$ cat src/rtl/audio_out_fifo_if.sv
// Stereo sample handshake bundle: filter-side push port and codec-side write port.
// "master" is the environment (filter + codec); "slave" is the FIFO.
interface audio_out_fifo_if #(
    parameter int DATA_W = 24
);
    logic              in_valid;
    logic [DATA_W-1:0] in_left;
    logic [DATA_W-1:0] in_right;
    logic              in_ready;
    logic              write_ready;
    logic              write;
    logic [DATA_W-1:0] writedata_left;
    logic [DATA_W-1:0] writedata_right;

    modport master (
        output in_valid, in_left, in_right, write_ready,
        input  in_ready, write, writedata_left, writedata_right
    );

    modport slave (
        input  in_valid, in_left, in_right, write_ready,
        output in_ready, write, writedata_left, writedata_right
    );
endinterface

$ cat src/rtl/audio_out_fifo.sv
// First-word-fall-through stereo FIFO between the FIR filters and the codec DAC port.
// Define AUDIO_FIFO_HOLD_LAST_EN to repeat the last drained pair instead of stalling when empty.
module audio_out_fifo #(
    parameter int DATA_W = 24,
    parameter int DEPTH  = 16,
    parameter int ADDR_W = $clog2(DEPTH)
) (
    input  logic              clock,
    input  logic              reset,
    audio_out_fifo_if.slave   bus,
    output logic [ADDR_W:0]   count,
    output logic              overflow,
    output logic [15:0]       underrun_cnt
);
    localparam logic [ADDR_W:0] FULL_COUNT = (ADDR_W + 1)'(DEPTH);

    logic [2*DATA_W-1:0] mem [DEPTH];

    logic [ADDR_W-1:0]   wr_ptr_reg;
    logic [ADDR_W-1:0]   rd_ptr_reg;
    logic [ADDR_W:0]     count_reg;
    logic                overflow_reg;
    logic [15:0]         underrun_cnt_reg;
    logic [2*DATA_W-1:0] last_pair_reg;

    logic                full;
    logic                empty;
    logic                push;
    logic                pop;
    logic [2*DATA_W-1:0] head_pair;
    logic [2*DATA_W-1:0] out_pair;

    assign full      = (count_reg == FULL_COUNT);
    assign empty     = (count_reg == '0);
    assign push      = bus.in_valid & ~full;
    assign pop       = bus.write_ready & ~empty;
    assign head_pair = mem[rd_ptr_reg];

    always_comb begin
        out_pair  = head_pair;
        bus.write = pop;
`ifdef AUDIO_FIFO_HOLD_LAST_EN
        // Empty: keep the codec fed with the previous pair; pointers stay put.
        if (empty) begin
            out_pair  = last_pair_reg;
            bus.write = bus.write_ready;
        end
`else
        if (empty) begin
            out_pair = '0;
        end
`endif
    end

    assign bus.in_ready        = ~full;
    assign bus.writedata_left  = out_pair[2*DATA_W-1:DATA_W];
    assign bus.writedata_right = out_pair[DATA_W-1:0];
    assign count               = count_reg;
    assign overflow            = overflow_reg;
    assign underrun_cnt        = underrun_cnt_reg;

    always_ff @(posedge clock) begin
        if (reset && push) begin
            mem[wr_ptr_reg] <= {bus.in_left, bus.in_right};
        end
    end

    always_ff @(posedge clock) begin
        if (!reset) begin
            wr_ptr_reg       <= '0;
            rd_ptr_reg       <= '0;
            count_reg        <= '0;
            overflow_reg     <= 1'b0;
            underrun_cnt_reg <= '0;
            last_pair_reg    <= '0;
        end else begin
            if (push) begin
                wr_ptr_reg <= wr_ptr_reg + ADDR_W'(1);
            end
            if (pop) begin
                rd_ptr_reg    <= rd_ptr_reg + ADDR_W'(1);
                last_pair_reg <= head_pair;
            end
            case ({push, pop})
                2'b10:   count_reg <= count_reg + (ADDR_W + 1)'(1);
                2'b01:   count_reg <= count_reg - (ADDR_W + 1)'(1);
                default: count_reg <= count_reg;
            endcase
            if (bus.in_valid && full) begin
                overflow_reg <= 1'b1;
            end
            if (bus.write_ready && empty && (underrun_cnt_reg != 16'hFFFF)) begin
                underrun_cnt_reg <= underrun_cnt_reg + 16'd1;
            end
        end
    end
endmodule

$ cat src/flat_wrapper.sv
// flat-port wrapper written by rule: the top's interface ports become plain ports
module audio_out_fifo_flat 
#(
    parameter int DATA_W = 24,
    parameter int DEPTH  = 16,
    parameter int ADDR_W = $clog2(DEPTH)
)
  (clock, reset, count, overflow, underrun_cnt, bus_in_valid, bus_in_left, bus_in_right, bus_write_ready, bus_in_ready, bus_write, bus_writedata_left, bus_writedata_right);
  audio_out_fifo_if #(.DATA_W(DATA_W)) bus_i ();
  input  logic clock;
  input  logic reset;
  output logic [ADDR_W:0] count;
  output logic overflow;
  output logic [15:0] underrun_cnt;
  input wire logic [$bits(bus_i.in_valid)-1:0] bus_in_valid;
  input wire logic [$bits(bus_i.in_left)-1:0] bus_in_left;
  input wire logic [$bits(bus_i.in_right)-1:0] bus_in_right;
  input wire logic [$bits(bus_i.write_ready)-1:0] bus_write_ready;
  output wire logic [$bits(bus_i.in_ready)-1:0] bus_in_ready;
  output wire logic [$bits(bus_i.write)-1:0] bus_write;
  output wire logic [$bits(bus_i.writedata_left)-1:0] bus_writedata_left;
  output wire logic [$bits(bus_i.writedata_right)-1:0] bus_writedata_right;
  assign bus_i.in_valid = bus_in_valid;
  assign bus_i.in_left = bus_in_left;
  assign bus_i.in_right = bus_in_right;
  assign bus_i.write_ready = bus_write_ready;
  assign bus_in_ready = bus_i.in_ready;
  assign bus_write = bus_i.write;
  assign bus_writedata_left = bus_i.writedata_left;
  assign bus_writedata_right = bus_i.writedata_right;
  audio_out_fifo #(.DATA_W(DATA_W), .DEPTH(DEPTH), .ADDR_W(ADDR_W)) u_core (.clock(clock), .reset(reset), .bus(bus_i), .count(count), .overflow(overflow), .underrun_cnt(underrun_cnt));
endmodule
$ cat config.mk
export PLATFORM = sky130hd
export DESIGN_NAME = audio_out_fifo_flat
export DESIGN_NICKNAME = d
export VERILOG_FILES = /design/src/rtl/audio_out_fifo_if.sv /design/src/rtl/audio_out_fifo.sv /design/src/flat_wrapper.sv
export SDC_FILE = /design/constraint.sdc
export NUM_CORES = 1
export LEC_CHECK = 0
export BUFFER_PORTS_ARGS = -buffer_cell sky130_fd_sc_hd__buf_4
export CAP_MARGIN = 20
export CORE_MARGIN = 2
export CORE_UTILIZATION = 50
export CTS_CLUSTER_SIZE = 28
export DETAILED_ROUTE_END_ITERATION = 16
export GPL_TIMING_DRIVEN = 0
export HOLD_SLACK_MARGIN = 0.12
export PLACE_DENSITY_LB_ADDON = 0.25
export SYNTH_ARGS = -nofsm -noshare
export SYNTH_HDL_FRONTEND = slang
export SYNTH_SLANG_ARGS = --single-unit
export TNS_END_PERCENT = 30
$ cat constraint.sdc
create_clock -name clock -period 5.49 [get_ports clock]
set_clock_uncertainty 0.05 [all_clocks]
set_input_delay 0.549 -clock clock [delete_from_list [all_inputs] [get_ports clock]]
set_output_delay 0.549 -clock clock [all_outputs]
set_load 0.005 [all_outputs]
==> tab_implementation.tex <==
\begin{tabular}{lr}
\hline
Metric & Value \\
\hline
\multicolumn{2}{l}{\textbf{Worst setup path}} \\
Largest stage delay, worst path & 850 ps \\
CP Data Required Time & between 4000 and 5000 ps \\
Startpoint of the most critical register-to-register path & u\_core.count[1]\$\_SDFFE\_PN0P\_ \\
Ordered cell list for the critical path & clkbuf\_1 > buf\_2 > buf\_1 > mux2i\_1 > o22ai\_1 > buf\_4 \\
Crit start category & register \\
Worst Reg2Reg Path Length in Cells & 12 \\
R2r endpoint & u\_core.count[2]\$\_SDFFE\_PN0P\_ \\
Type of destination of the critical path & primary output \\
Max stage delay cell, worst path & sky130\_fd\_sc\_hd\_\_buf\_1 \\
Crit-path max FO & 10 \\
Family with the most delay on the worst path & buffers and inverters \\
Crit path to & bus\_writedata\_left[7] \\
Start-to-end type of the worst setup path & reg -> out \\
WP data arrival & 3520 ps \\
Logic depth of the worst setup path including buffers & 6 \\
Register-to-register setup slack & 2020 ps \\
Sum of buffers and inverters on the critical path & 4 \\
\multicolumn{2}{l}{\textbf{Finish}} \\
Final non-filler cell total & 2474 \\
N\_diodes & 0 \\
Fin util & 59.6\% \\
Cell area after layout & 0.0361 sq mm \\
Largest register FFs & 768 \\
P\&R area growth vs syn & 17.2\% \\
Ratio of cells with drive above 1 in the final layout & between 20 and 30\% \\
Fill cell total of the finished layout & 4302 \\
Final \#Nets & 1686 \\
\multicolumn{2}{l}{\textbf{Timing}} \\
Setup repair after global routing missed its margin & false \\
Worst hold-check slack & approximately 180 ps \\
Final worst path period need & about 4100 ps \\
Final count of pins violating max slew & 0 \\
Final hold violation count & 0 \\
Transition time at the pin with the least slew margin & 1090 ps \\
Setup-failing EPs final & 0 \\
Worst slew margin & between 20\% and 30\% \\
Period utilisation layout & between 70\% and 80\% \\
Fmax achieved & 243 MHz \\
Setup tns final & 0 ps \\
\multicolumn{2}{l}{\textbf{Clock network}} \\
Cells resized by post-CTS repair & 0 \\
Clock edge transition at the registers on the reported setup and hold paths & 60 ps \\
Worst-Skew Late Latency & 610 ps \\
Hold buffers post-CTS & 0 \\
Cell chosen for the clock root & sky130\_fd\_sc\_hd\_\_clkbuf\_16 \\
Buffer depth of the longest clock path & 3 \\
Clock tree from TritonCTS & yes \\
CTS buffer count & around 80 \\
Number of buffers inserted to repair setup after CTS & 0 \\
Total clock sinks & 802 \\
Maximum level of the CTS H-tree & 3 \\
\multicolumn{2}{l}{\textbf{Global routing}} \\
First-pass GRT wire length & 99400 microns \\
Pin count of the biggest net entering global routing & 26 \\
Initial antenna violation count & 6 \\
GRT Util Overall & $\sim$22\% \\
Via count of the first global-routing pass & 15688 \\
Overflow left after global routing & 0 \\
\multicolumn{2}{l}{\textbf{Route}} \\
Drt drc & 0 \\
Total wirelength of the detailed-routed design & just under 70000 microns \\
Initial DRC count & $\sim$1500 \\
Number of vias per cell after detailed routing & 6.00 \\
Total vias in the final route & approximately 15000 \\
DRT antenna net count & 0 \\
Routed wire per std cell & 27.2 microns \\
First-pass detailed-route iteration total & 5 \\
\multicolumn{2}{l}{\textbf{Yosys}} \\
Predominant post-synthesis flop cell & sky130\_fd\_sc\_hd\_\_edfxtp\_1 \\
Most common library cells after synthesis & sky130\_fd\_sc\_hd\_\_edfxtp\_1, sky130\_fd\_sc\_hd\_\_mux4\_2, sky130\_fd\_sc\_hd\_\_mux2i\_1 \\
Area contributors post-synth & sky130\_fd\_sc\_hd\_\_edfxtp\_1, sky130\_fd\_sc\_hd\_\_mux4\_2, sky130\_fd\_sc\_hd\_\_mux2i\_1 \\
EDFF count, synth & 768 \\
Share of flip-flops with an asynchronous set or reset & 0\% \\
Synth Register Bits & 802 \\
Post-synthesis instance area & $\sim$0.031 sq mm \\
Avg Inst Size Synth & 22.2 sq um \\
Sequential share of the synthesized area & about 77\% \\
Number of warnings printed during yosys synthesis & 0 \\
Synth top area share & about three quarters \\
Synth Instances & 1390 \\
Largest area contributor in the netlist & sky130\_fd\_sc\_hd\_\_edfxtp\_1 \\
Most common cell in the netlist & sky130\_fd\_sc\_hd\_\_edfxtp\_1 \\
Count of unique library cells instantiated by Yosys & slightly above 40 \\
Mapped Nets & around 1500 \\
\multicolumn{2}{l}{\textbf{Floorplan}} \\
Number of cell rows & 90 \\
Chip Height & approximately 250 microns \\
I/O pin count & 124 \\
Area of the die & roughly 0.064 sq mm \\
Initial core utilization & $\sim$51\% \\
Chip Width & 252 microns \\
Floorplan Core Area & slightly above 0.06 sq mm \\
\multicolumn{2}{l}{\textbf{Placed design}} \\
Estimated wirelength of the detail-placed design & around 42000 microns \\
Global placement routability congestion & 0.762 \\
Post-Place Cells & 2324 \\
Port-buffer cells & around 120 \\
Cell area after placement & 0.0335 sq mm \\
\multicolumn{2}{l}{\textbf{Power}} \\
Pwr per Cell Area & 422 mW/mm\^{}2 \\
Switching portion of total power & 24.9\% \\
Combinational group share of total power & between 10\% and 20\% \\
Clock network power share & 36.2\% \\
Peak VDD IR & 319 uV \\
Internal power contribution & 11.5 mW \\
Share of total power in sequential cells & 45.0\% \\
Static power due to leakage & $\sim$11 nW \\
Net switching power & 3.80 mW \\
\multicolumn{2}{l}{\textbf{Run}} \\
Total of max-cap violations & 0 \\
\multicolumn{2}{l}{\textbf{Worst hold path}} \\
Kind of path behind the tightest hold check & in -> reg \\
\multicolumn{2}{l}{\textbf{Run status}} \\
Result of the run & complete, no violations \\
\hline
\end{tabular}
## worst reg2reg max path: cells and delay by family (launching register included)
kind            cells  cell delay [ps]
flops               1              310
xor+xnor            2              330
fa+ha+maj           2              410
buf+inv             3              610
compound gates      3              540
simple gates        2             1140
## final cells by class
class                   instances  area, sq um  area share [%]
inverters                       6         22.5          0.0623
clock inverters                45          424            1.17
well taps                     782          978            2.71
plain buffers                  73          310           0.859
flip-flops and latches        802        23700            65.7
multi-input cells             509         6860            19.0
repair buffers                152         1550            4.28
clock buffers                 105         2240            6.21
## worst min path at each step
stage,cells past startpoint,slack (ps),from,to
after floorplan,2,420,u_core.underrun_cnt[13]$_SDFFE_PN0P_,u_core.underrun_cnt[13]$_SDFFE_PN0P_
after global placement,2,430,u_core.overflow$_SDFFE_PN0P_,u_core.overflow$_SDFFE_PN0P_
after detailed placement,2,440,u_core.overflow$_SDFFE_PN0P_,u_core.overflow$_SDFFE_PN0P_
after CTS,1,140,bus_in_right[4],u_core.mem[11][4]$_DFFE_PP_
after global routing,1,170,bus_in_right[15],u_core.mem[14][15]$_DFFE_PP_
final,1,180,bus_in_right[4],u_core.mem[11][4]$_DFFE_PP_
## power by group through the flow
stage	Sequential (mW)	Clock, mW	Combinational (mW)
floorplan	6.99	0	1.67
global route	6.87	5.84	3.09
CTS	6.87	5.61	2.93
global placement	7.01	0	2.85
finish	6.87	5.52	2.86
detailed placement	7.00	0	2.92
## kinds of logic after synthesis
group,Yosys count,synth area share [%]
xor+xnor,21,0.597
buf+inv,79,1.08
simple gates,116,2.10
fa+ha+maj,9,0.365
flops,802,77.1
mux,295,17.4
compound gates,68,1.42
## routing by layer
metal	wire [microns]	track usage [%]
met5	79	0
met2	32900	34.7
met4	1560	5.92
met3	4430	4.72
met1	28300	30.3
## metrics by stage
| step | power (mW) | setup WS, ps |
|---|---|---|
| after floorplan | 8.66 | 1610 |
| after global placement | 9.86 | -1350 |
| after detailed placement | 9.92 | 1910 |
| after CTS | 15.4 | 1380 |
| after global routing | 15.8 | 1250 |
| final | 15.3 | 1370 |
## cell usage in the layout (no fill, tap or decap), types with 4 or more instances in the layout
cell type,netlist,routed
sky130_fd_sc_hd__ha_1,9,9
sky130_fd_sc_hd__edfxtp_1,768,768
sky130_fd_sc_hd__nand2_1,21,21
sky130_fd_sc_hd__and2_1,22,22
sky130_fd_sc_hd__nor2_4,0,16
sky130_fd_sc_hd__buf_16,0,4
sky130_fd_sc_hd__buf_12,0,26
sky130_fd_sc_hd__buf_4,0,122
sky130_fd_sc_hd__nand4_1,4,4
sky130_fd_sc_hd__clkinv_1,0,26
sky130_fd_sc_hd__buf_1,6,6
sky130_fd_sc_hd__xnor2_1,8,8
sky130_fd_sc_hd__dfxtp_1,34,34
sky130_fd_sc_hd__mux2i_1,103,103
sky130_fd_sc_hd__inv_1,6,6
sky130_fd_sc_hd__buf_2,29,29
sky130_fd_sc_hd__clkbuf_16,0,87
sky130_fd_sc_hd__o22ai_1,48,48
sky130_fd_sc_hd__nor2b_1,8,8
sky130_fd_sc_hd__nor2_1,23,7
sky130_fd_sc_hd__nand2b_1,4,4
sky130_fd_sc_hd__mux4_2,192,192
sky130_fd_sc_hd__clkbuf_1,38,56
sky130_fd_sc_hd__nand3_1,13,13
sky130_fd_sc_hd__clkinv_2,0,8
sky130_fd_sc_hd__bufinv_16,0,9
sky130_fd_sc_hd__a21oi_1,6,6
sky130_fd_sc_hd__xor2_1,13,13
Power figures use the tool's default switching activity.
